<file path="src/rtl/fp_to_fixed.sv">
// fp_to_fixed: multi-cycle IEEE 754 single-precision to signed fixed-point converter.
// FSM: IDLE -> UNPACK -> SHIFT (one bit per cycle) -> ROUND -> OUTPUT -> IDLE.
// Optional build macro FP2FIX_ROUND_EN: round half away from zero instead of truncating.
module fp_to_fixed #(
    parameter int unsigned FRAC_BITS = 0
) (
    input  logic        clk,
    input  logic        rst,
    input  logic [31:0] num_in,
    input  logic        start,
    output logic [31:0] int_out,
    output logic        done,
    output logic        ovf,
    output logic        busy
);

    typedef enum logic [2:0] {StIdle, StUnpack, StShift, StRound, StOutput} state_e;

    localparam logic signed [10:0] FB = 11'(FRAC_BITS);

    state_e r_state;
    state_e w_state_nxt;

    logic [31:0] r_num;
    logic [31:0] r_mag;
    logic [31:0] r_res;
    logic [4:0]  r_cnt;
    logic        r_sign;
    logic        r_left;
    logic        r_sat;
`ifdef FP2FIX_ROUND_EN
    logic        r_guard;
`endif

    logic              w_sign;
    logic [7:0]        w_exp;
    logic [22:0]       w_frac;
    logic signed [10:0] w_e;
    logic signed [10:0] w_ef;
    logic signed [10:0] w_s;
    logic              w_sat_ovf;
    logic              w_zero_res;
    logic              w_skip;
    logic [31:0]       w_sat_val;
    logic [31:0]       w_rmag;

    // Decode the captured operand; only meaningful while in UNPACK.
    always_comb begin
        w_sign     = r_num[31];
        w_exp      = r_num[30:23];
        w_frac     = r_num[22:0];
        w_e        = $signed({3'b000, w_exp}) - 11'sd127;
        w_ef       = w_e + FB;
        w_s        = w_ef - 11'sd23;
        // -2^31 exactly fits, so that one case is not an overflow.
        w_sat_ovf  = (w_exp == 8'hFF) ||
                     ((w_exp != 8'h00) && (w_ef >= 11'sd31) &&
                      !(w_sign && (w_ef == 11'sd31) && (w_frac == 23'd0)));
        w_zero_res = (w_exp == 8'h00) || ((w_exp != 8'hFF) && (w_ef < -11'sd1));
        w_skip     = w_sat_ovf || w_zero_res || (w_s == 11'sd0);
        // NaN saturates positive regardless of sign.
        w_sat_val  = (((w_exp == 8'hFF) && (w_frac != 23'd0)) || !w_sign) ?
                     32'h7FFF_FFFF : 32'h8000_0000;
`ifdef FP2FIX_ROUND_EN
        // Right-shifted magnitude is below 2^24, so adding the guard cannot overflow.
        w_rmag     = r_mag + {31'd0, r_guard};
`else
        w_rmag     = r_mag;
`endif
    end

    // State register with synchronous active-low reset.
    always_ff @(posedge clk) begin
        if (!rst) begin
            r_state <= StIdle;
        end else begin
            r_state <= w_state_nxt;
        end
    end

    // Next-state logic.
    always_comb begin
        w_state_nxt = r_state;
        unique case (r_state)
            StIdle:   if (start) w_state_nxt = StUnpack;
            StUnpack: w_state_nxt = w_skip ? StRound : StShift;
            StShift:  if (r_cnt == 5'd1) w_state_nxt = StRound;
            StRound:  w_state_nxt = StOutput;
            StOutput: w_state_nxt = StIdle;
            default:  w_state_nxt = StIdle;
        endcase
    end

    // Datapath: capture, unpack, shift, round and output registers.
    always_ff @(posedge clk) begin
        if (!rst) begin
            r_num   <= '0;
            r_mag   <= '0;
            r_res   <= '0;
            r_cnt   <= '0;
            r_sign  <= 1'b0;
            r_left  <= 1'b0;
            r_sat   <= 1'b0;
`ifdef FP2FIX_ROUND_EN
            r_guard <= 1'b0;
`endif
            int_out <= '0;
            ovf     <= 1'b0;
            done    <= 1'b0;
        end else begin
            done <= 1'b0;
            unique case (r_state)
                StIdle: begin
                    if (start) r_num <= num_in;
                end
                StUnpack: begin
                    r_sign  <= w_sign;
                    r_sat   <= w_sat_ovf;
                    r_res   <= w_sat_val;
                    r_left  <= ~w_s[10];
                    r_cnt   <= 5'(w_s[10] ? -w_s : w_s);
                    r_mag   <= w_zero_res ? 32'd0 : {8'd0, 1'b1, w_frac};
`ifdef FP2FIX_ROUND_EN
                    r_guard <= 1'b0;
`endif
                end
                StShift: begin
                    r_cnt <= r_cnt - 5'd1;
                    if (r_left) begin
                        r_mag <= {r_mag[30:0], 1'b0};
                    end else begin
                        r_mag   <= {1'b0, r_mag[31:1]};
`ifdef FP2FIX_ROUND_EN
                        // Only the last bit shifted out matters for half-away rounding.
                        r_guard <= r_mag[0];
`endif
                    end
                end
                StRound: begin
                    if (!r_sat) r_res <= r_sign ? -w_rmag : w_rmag;
                end
                StOutput: begin
                    int_out <= r_res;
                    ovf     <= r_sat;
                    done    <= 1'b1;
                end
                default: ;
            endcase
        end
    end

    assign busy = (r_state != StIdle);

endmodule

</file>
<file path="config.mk">
export PLATFORM = sky130hd
export DESIGN_NAME = fp_to_fixed
export DESIGN_NICKNAME = d
export VERILOG_FILES = /design/src/rtl/fp_to_fixed.sv
export SDC_FILE = /design/constraint.sdc
export NUM_CORES = 1
export LEC_CHECK = 0
export CORE_MARGIN = 2
export CORE_UTILIZATION = 36
export CTS_BUF_LIST = sky130_fd_sc_hd__clkbuf_4 sky130_fd_sc_hd__clkbuf_8
export DETAILED_ROUTE_END_ITERATION = 10
export GPL_TIMING_DRIVEN = 0
export SLEW_MARGIN = 30
export SYNTH_ARGS = -nofsm -noshare
export SYNTH_HDL_FRONTEND = slang
export SYNTH_SLANG_ARGS = --single-unit
</file>
<file path="constraint.sdc">
create_clock -name clk -period 2.4 [get_ports clk]
set_input_delay 0.6 -clock clk [delete_from_list [all_inputs] [get_ports clk]]
set_output_delay 0.6 -clock clk [all_outputs]
set_load 0.03 [all_outputs]
</file>
==> impl_results.md, run 1 <==
- Cts hold-fix bufs: 0
- Max FO, Critical Path: 10
- Antenna Violating Nets Remaining: 0
- Kind of critical path: reg2reg
- Required @ worst endpoint: between 2 and 3 ns
- Via count: between 5k and 6k
- Final hold viol count: 0
- Crit. End Element: flop
- Combinational share of power: roughly 17%
- Min-delay src: r_res[27]
- Slew of the pin with the lowest slew margin: between 0.7 and 0.8 ns
- HPWL Detailed: approximately 12 mm
- Max Clock Freq: 439.1 MHz
- Max Root-Sink Buffers: 2
- Failing checks: design-rule violations
- Leak: 3.016 nW
- Core ar.: 0.01809 sq mm
- Total die area: 0.01965 sq mm
- Initial DRC count: 618
- Vias per inst: 5.143
- Slew Limit Fails: 0
- WL/cell: 14.51 microns
- Residual DRC: 5
- Outcome: finished with violations
- Synthesized area: 0.006675 sq mm
- Final TNS setup: 0 ns
- Die X: 140.2 microns
- Final core occ: 45.07%
- Floorplan row count: 49
- Top cells by area, synth: dfxtp_1, nand2_1, a21oi_1, nor2_1, xnor2_1
- Crit path cell chain: clkbuf_1 > nor4_2 > nand4_2 > o41ai_1 > xnor2_1 > a21oi_1 > nor2_1
- Reg power frac: 49.5%
- Endpoints failing setup: 0
- Initial antenna violation count: 0
- Cell Area, Placed: 0.007642 sq mm
- Synth Warn #: 0
- Gp weighted congestion: 0.8280
- Synth area leader: dfxtp_1
- Buf/Inv on CP: 1
- Period utilization: 94.88%
- Remaining Overflow, GRT: 0
- Syn_area_per_cell: 8.111 sq um
- Top Ports: 70
- Vias in the first global route: 5337
- Net Count, Synth: about 870
- Sw Ratio: 32.24%
- CTS tree: yes
- First-pass GRT wire length: 27.54 mm
- Syn Inst Count: slightly above 800
- Post-Synth Simple-Gate Area: 19.10%
- RR Startpoint: r_mag[9]
- Peak supply drop: 359.0 uV
- Seq/Total Area, Yosys: 42.29%
- Synth top area share: 42.29%
- Post-synth EDFFs: 0
- NumNets Final: about 950
- Adder-cell share of the synthesized area: 1.312%
- Synth Area in XOR/XNOR: 5.511%
- Hold Crit Class: reg2reg
- Switching power: 1.740 mW
- Clock skew: 0.01234 ns
- Max Cap Viol: 0
- RSZ-0062 raised after global routing: true
- Worst path max stage delay: 0.52 ns
- CP max-delay cell: nor4_2
- Netlist cell types: 63
- Starting Density: 36.91%
- Clock sink total: 141
- Relative slew slack: 51.37%
- Synth Register Bits: between 100 and 150
- Compound-Gate Fraction of Synth Area: between 20% and 30%
- Die Span Y: around 140 microns
- H-tree depth: 4
- CP top delay family: simple AND/OR/NAND/NOR gates
- N_diodes: 0
- Asr flop ratio synth: 0%
- Clock transition at path regs: 0.09 ns
- Int Power: 3.656 mW
- Largest family of logic cells by synthesized area: compound AO/OA/AOI/OAI gates
- Worst Setup Start Kind: flop
- Largest net degree at the start of global routing: 17
- GRT Resource Usage Total: between 10% and 20%
- Area Overhead vs Synth: 22.12%
- CTS Buf Count: 17
- Root buf cell: clkbuf_8
- Post-route cell area: 0.008152 sq mm
- Clk pwr share: 33.3%
- Total Power: around 5.4 mW
- Mux share of post-synthesis cell area: 5.230%
- Worst Setup SP: r_mag[9]
- Share of cells above drive strength 1: 10.59%
- Top_reg_cell synth: dfxtp_1
- I/O Buffers: 68
- PwrDens: 662.0 mW/mm^2
- Worst path arrival time: 2.62 ns
- Crit path time final: around 2.3 ns
- DRT Pass-1 Iters: 10
- Clk Latency, worst-skew pair: 0.45 ns
- Total Wirelength: 16.74 mm
==> layer usage <==
metal	GRT usage (%)	up-vias	wire, microns
met3	3.521	19	679
li1	-	3087	-
met1	25.04	2689	8725
met5	0	-	0
met4	5.210	0	230
met2	25.80	140	7106
==> cell families after synthesis <==
logic type,Yosys count
simple gates,296
compound gates,226
flops,141
buf+inv,79
xor+xnor,42
mux,32
fa+ha+maj,7
==> worst min-delay path, delay by kind of cell, from the launching register on <==
family	cells	cell delay, ns
DFF	1	0.32
and+or+nand+nor	1	0.05
AOI/OAI and AO/OA	1	0.05
==> what timing repair did <==
action	4_1_cts	5_1_grt
resized for setup	8	22
pin swaps	2	3
buffers inserted	2	2
hold endpoints to repair	0	0
endpoints found under the setup margin	62	60
==> placed cells by master (no fill, tap or decap), types with 5 or more instances in the layout <==
cell type / Yosys / final
clkbuf_8: 0 / 18
clkbuf_1: 55 / 51
mux2_2: 23 / 23
dfxtp_1: 141 / 138
and2_1: 5 / 5
a222oi_1: 23 / 23
xor2_1: 6 / 6
o21ai_0: 39 / 39
nand3_1: 7 / 7
nor4_1: 7 / 6
or3_1: 5 / 5
buf_2: 7 / 5
clkdlybuf4s50_1: 0 / 67
inv_6: 0 / 8
xnor2_1: 36 / 36
o31ai_1: 13 / 11
mux2i_1: 9 / 9
nand2_1: 150 / 150
nor3_1: 8 / 6
nor2_1: 88 / 88
a21oi_1: 109 / 108
inv_1: 11 / 11
==> synthesized netlist by cell type (all sizes together) (5+ instances only) <==
| cell type | instances |
|---|---|
| buf | 12 |
| o21ai | 39 |
| nand3 | 7 |
| mux2 | 23 |
| and2 | 5 |
| a21boi | 5 |
| nand2 | 150 |
| nor3 | 9 |
| dfxtp | 141 |
| xnor2 | 36 |
| clkbuf | 55 |
| ha | 7 |
| o31ai | 13 |
| nor4 | 8 |
| inv | 12 |
| xor2 | 6 |
| mux2i | 9 |
| or3 | 5 |
| a21oi | 109 |
| a222oi | 23 |
| nor2 | 88 |
| o41ai | 8 |
==> stage by stage <==
stage / hold slack (ns) / setup slack (ns) / cells
floorplan: 0.4288 / 0.2304 / 823
CTS: 0.4549 / 0.0009974 / 1152
detailed placement: 0.4452 / -0.5129 / 1120
global route: 0.4638 / -0.03637 / 1154
global placement: 0.4429 / -0.4953 / 1120
finish: 0.4533 / 0.1228 / 1154
==> final timing paths <==
| kind | endpoint | slack [ns] | cells after the start |
|---|---|---|---|
| worst max-delay path | r_res[27] | 0.12 | 7 |
| worst min-delay path | int_out[27] | 0.45 | 2 |
| worst max register to register | r_res[27] | 0.12 | 7 |
| worst min register to register | int_out[27] | 0.45 | 2 |
==> state kept, by name, indices dropped and copies added (netlist names) <==
register and cells:
r_cnt 5, r_num 32, r_res 32, r_state 3
r_sat 1, ovf 1, r_sign 1, r_left 1
done 1, r_mag 32, int_out 32
==> power by group through the flow <==
stage | combinational (mW) | sequential (mW) | clock (mW)
finish | 0.933 | 2.67 | 1.79
global route | 1.04 | 2.69 | 1.97
CTS | 0.918 | 2.67 | 1.86
detailed placement | 0.924 | 2.71 | 0
global placement | 0.919 | 2.70 | 0
floorplan | 0.657 | 2.67 | 0
==> cell type report <==
| type | instances | area (sq um) |
|---|---|---|
| Sequential cell | 141 | 2829 |
| Fill cell | 1842 | 9935 |
| Buffer | 65 | 275.3 |
| Clock buffer | 18 | 247.7 |
| Timing Repair Buffer | 72 | 709.4 |
| Tap cell | 229 | 286.5 |
| Inverter | 12 | 45.04 |
| Clock inverter | 14 | 121.4 |
| Multi-Input combinational cell | 603 | 3637 |
Power figures use the tool's default switching activity.
==> run 2: changes to the inputs <==
--- a/config.mk
+++ b/config.mk
@@ -9,6 +9,7 @@
 export CORE_UTILIZATION = 36
 export CTS_BUF_LIST = sky130_fd_sc_hd__clkbuf_4 sky130_fd_sc_hd__clkbuf_8
 export DETAILED_ROUTE_END_ITERATION = 10
+export GPL_ROUTABILITY_DRIVEN = 0
 export GPL_TIMING_DRIVEN = 0
 export SLEW_MARGIN = 30
 export SYNTH_ARGS = -nofsm -noshare
==> results of run 2 <==
The final DEF is identical to that of run 1; final timing and power are the same.
==> run 3: changes to the inputs <==
--- a/config.mk
+++ b/config.mk
@@ -5,6 +5,7 @@
 export SDC_FILE = /design/constraint.sdc
 export NUM_CORES = 1
 export LEC_CHECK = 0
+export CAP_MARGIN = 30
 export CORE_MARGIN = 2
 export CORE_UTILIZATION = 36
 export CTS_BUF_LIST = sky130_fd_sc_hd__clkbuf_4 sky130_fd_sc_hd__clkbuf_8
==> results of run 3 <==
The final DEF is identical to that of run 1; final timing and power are the same.
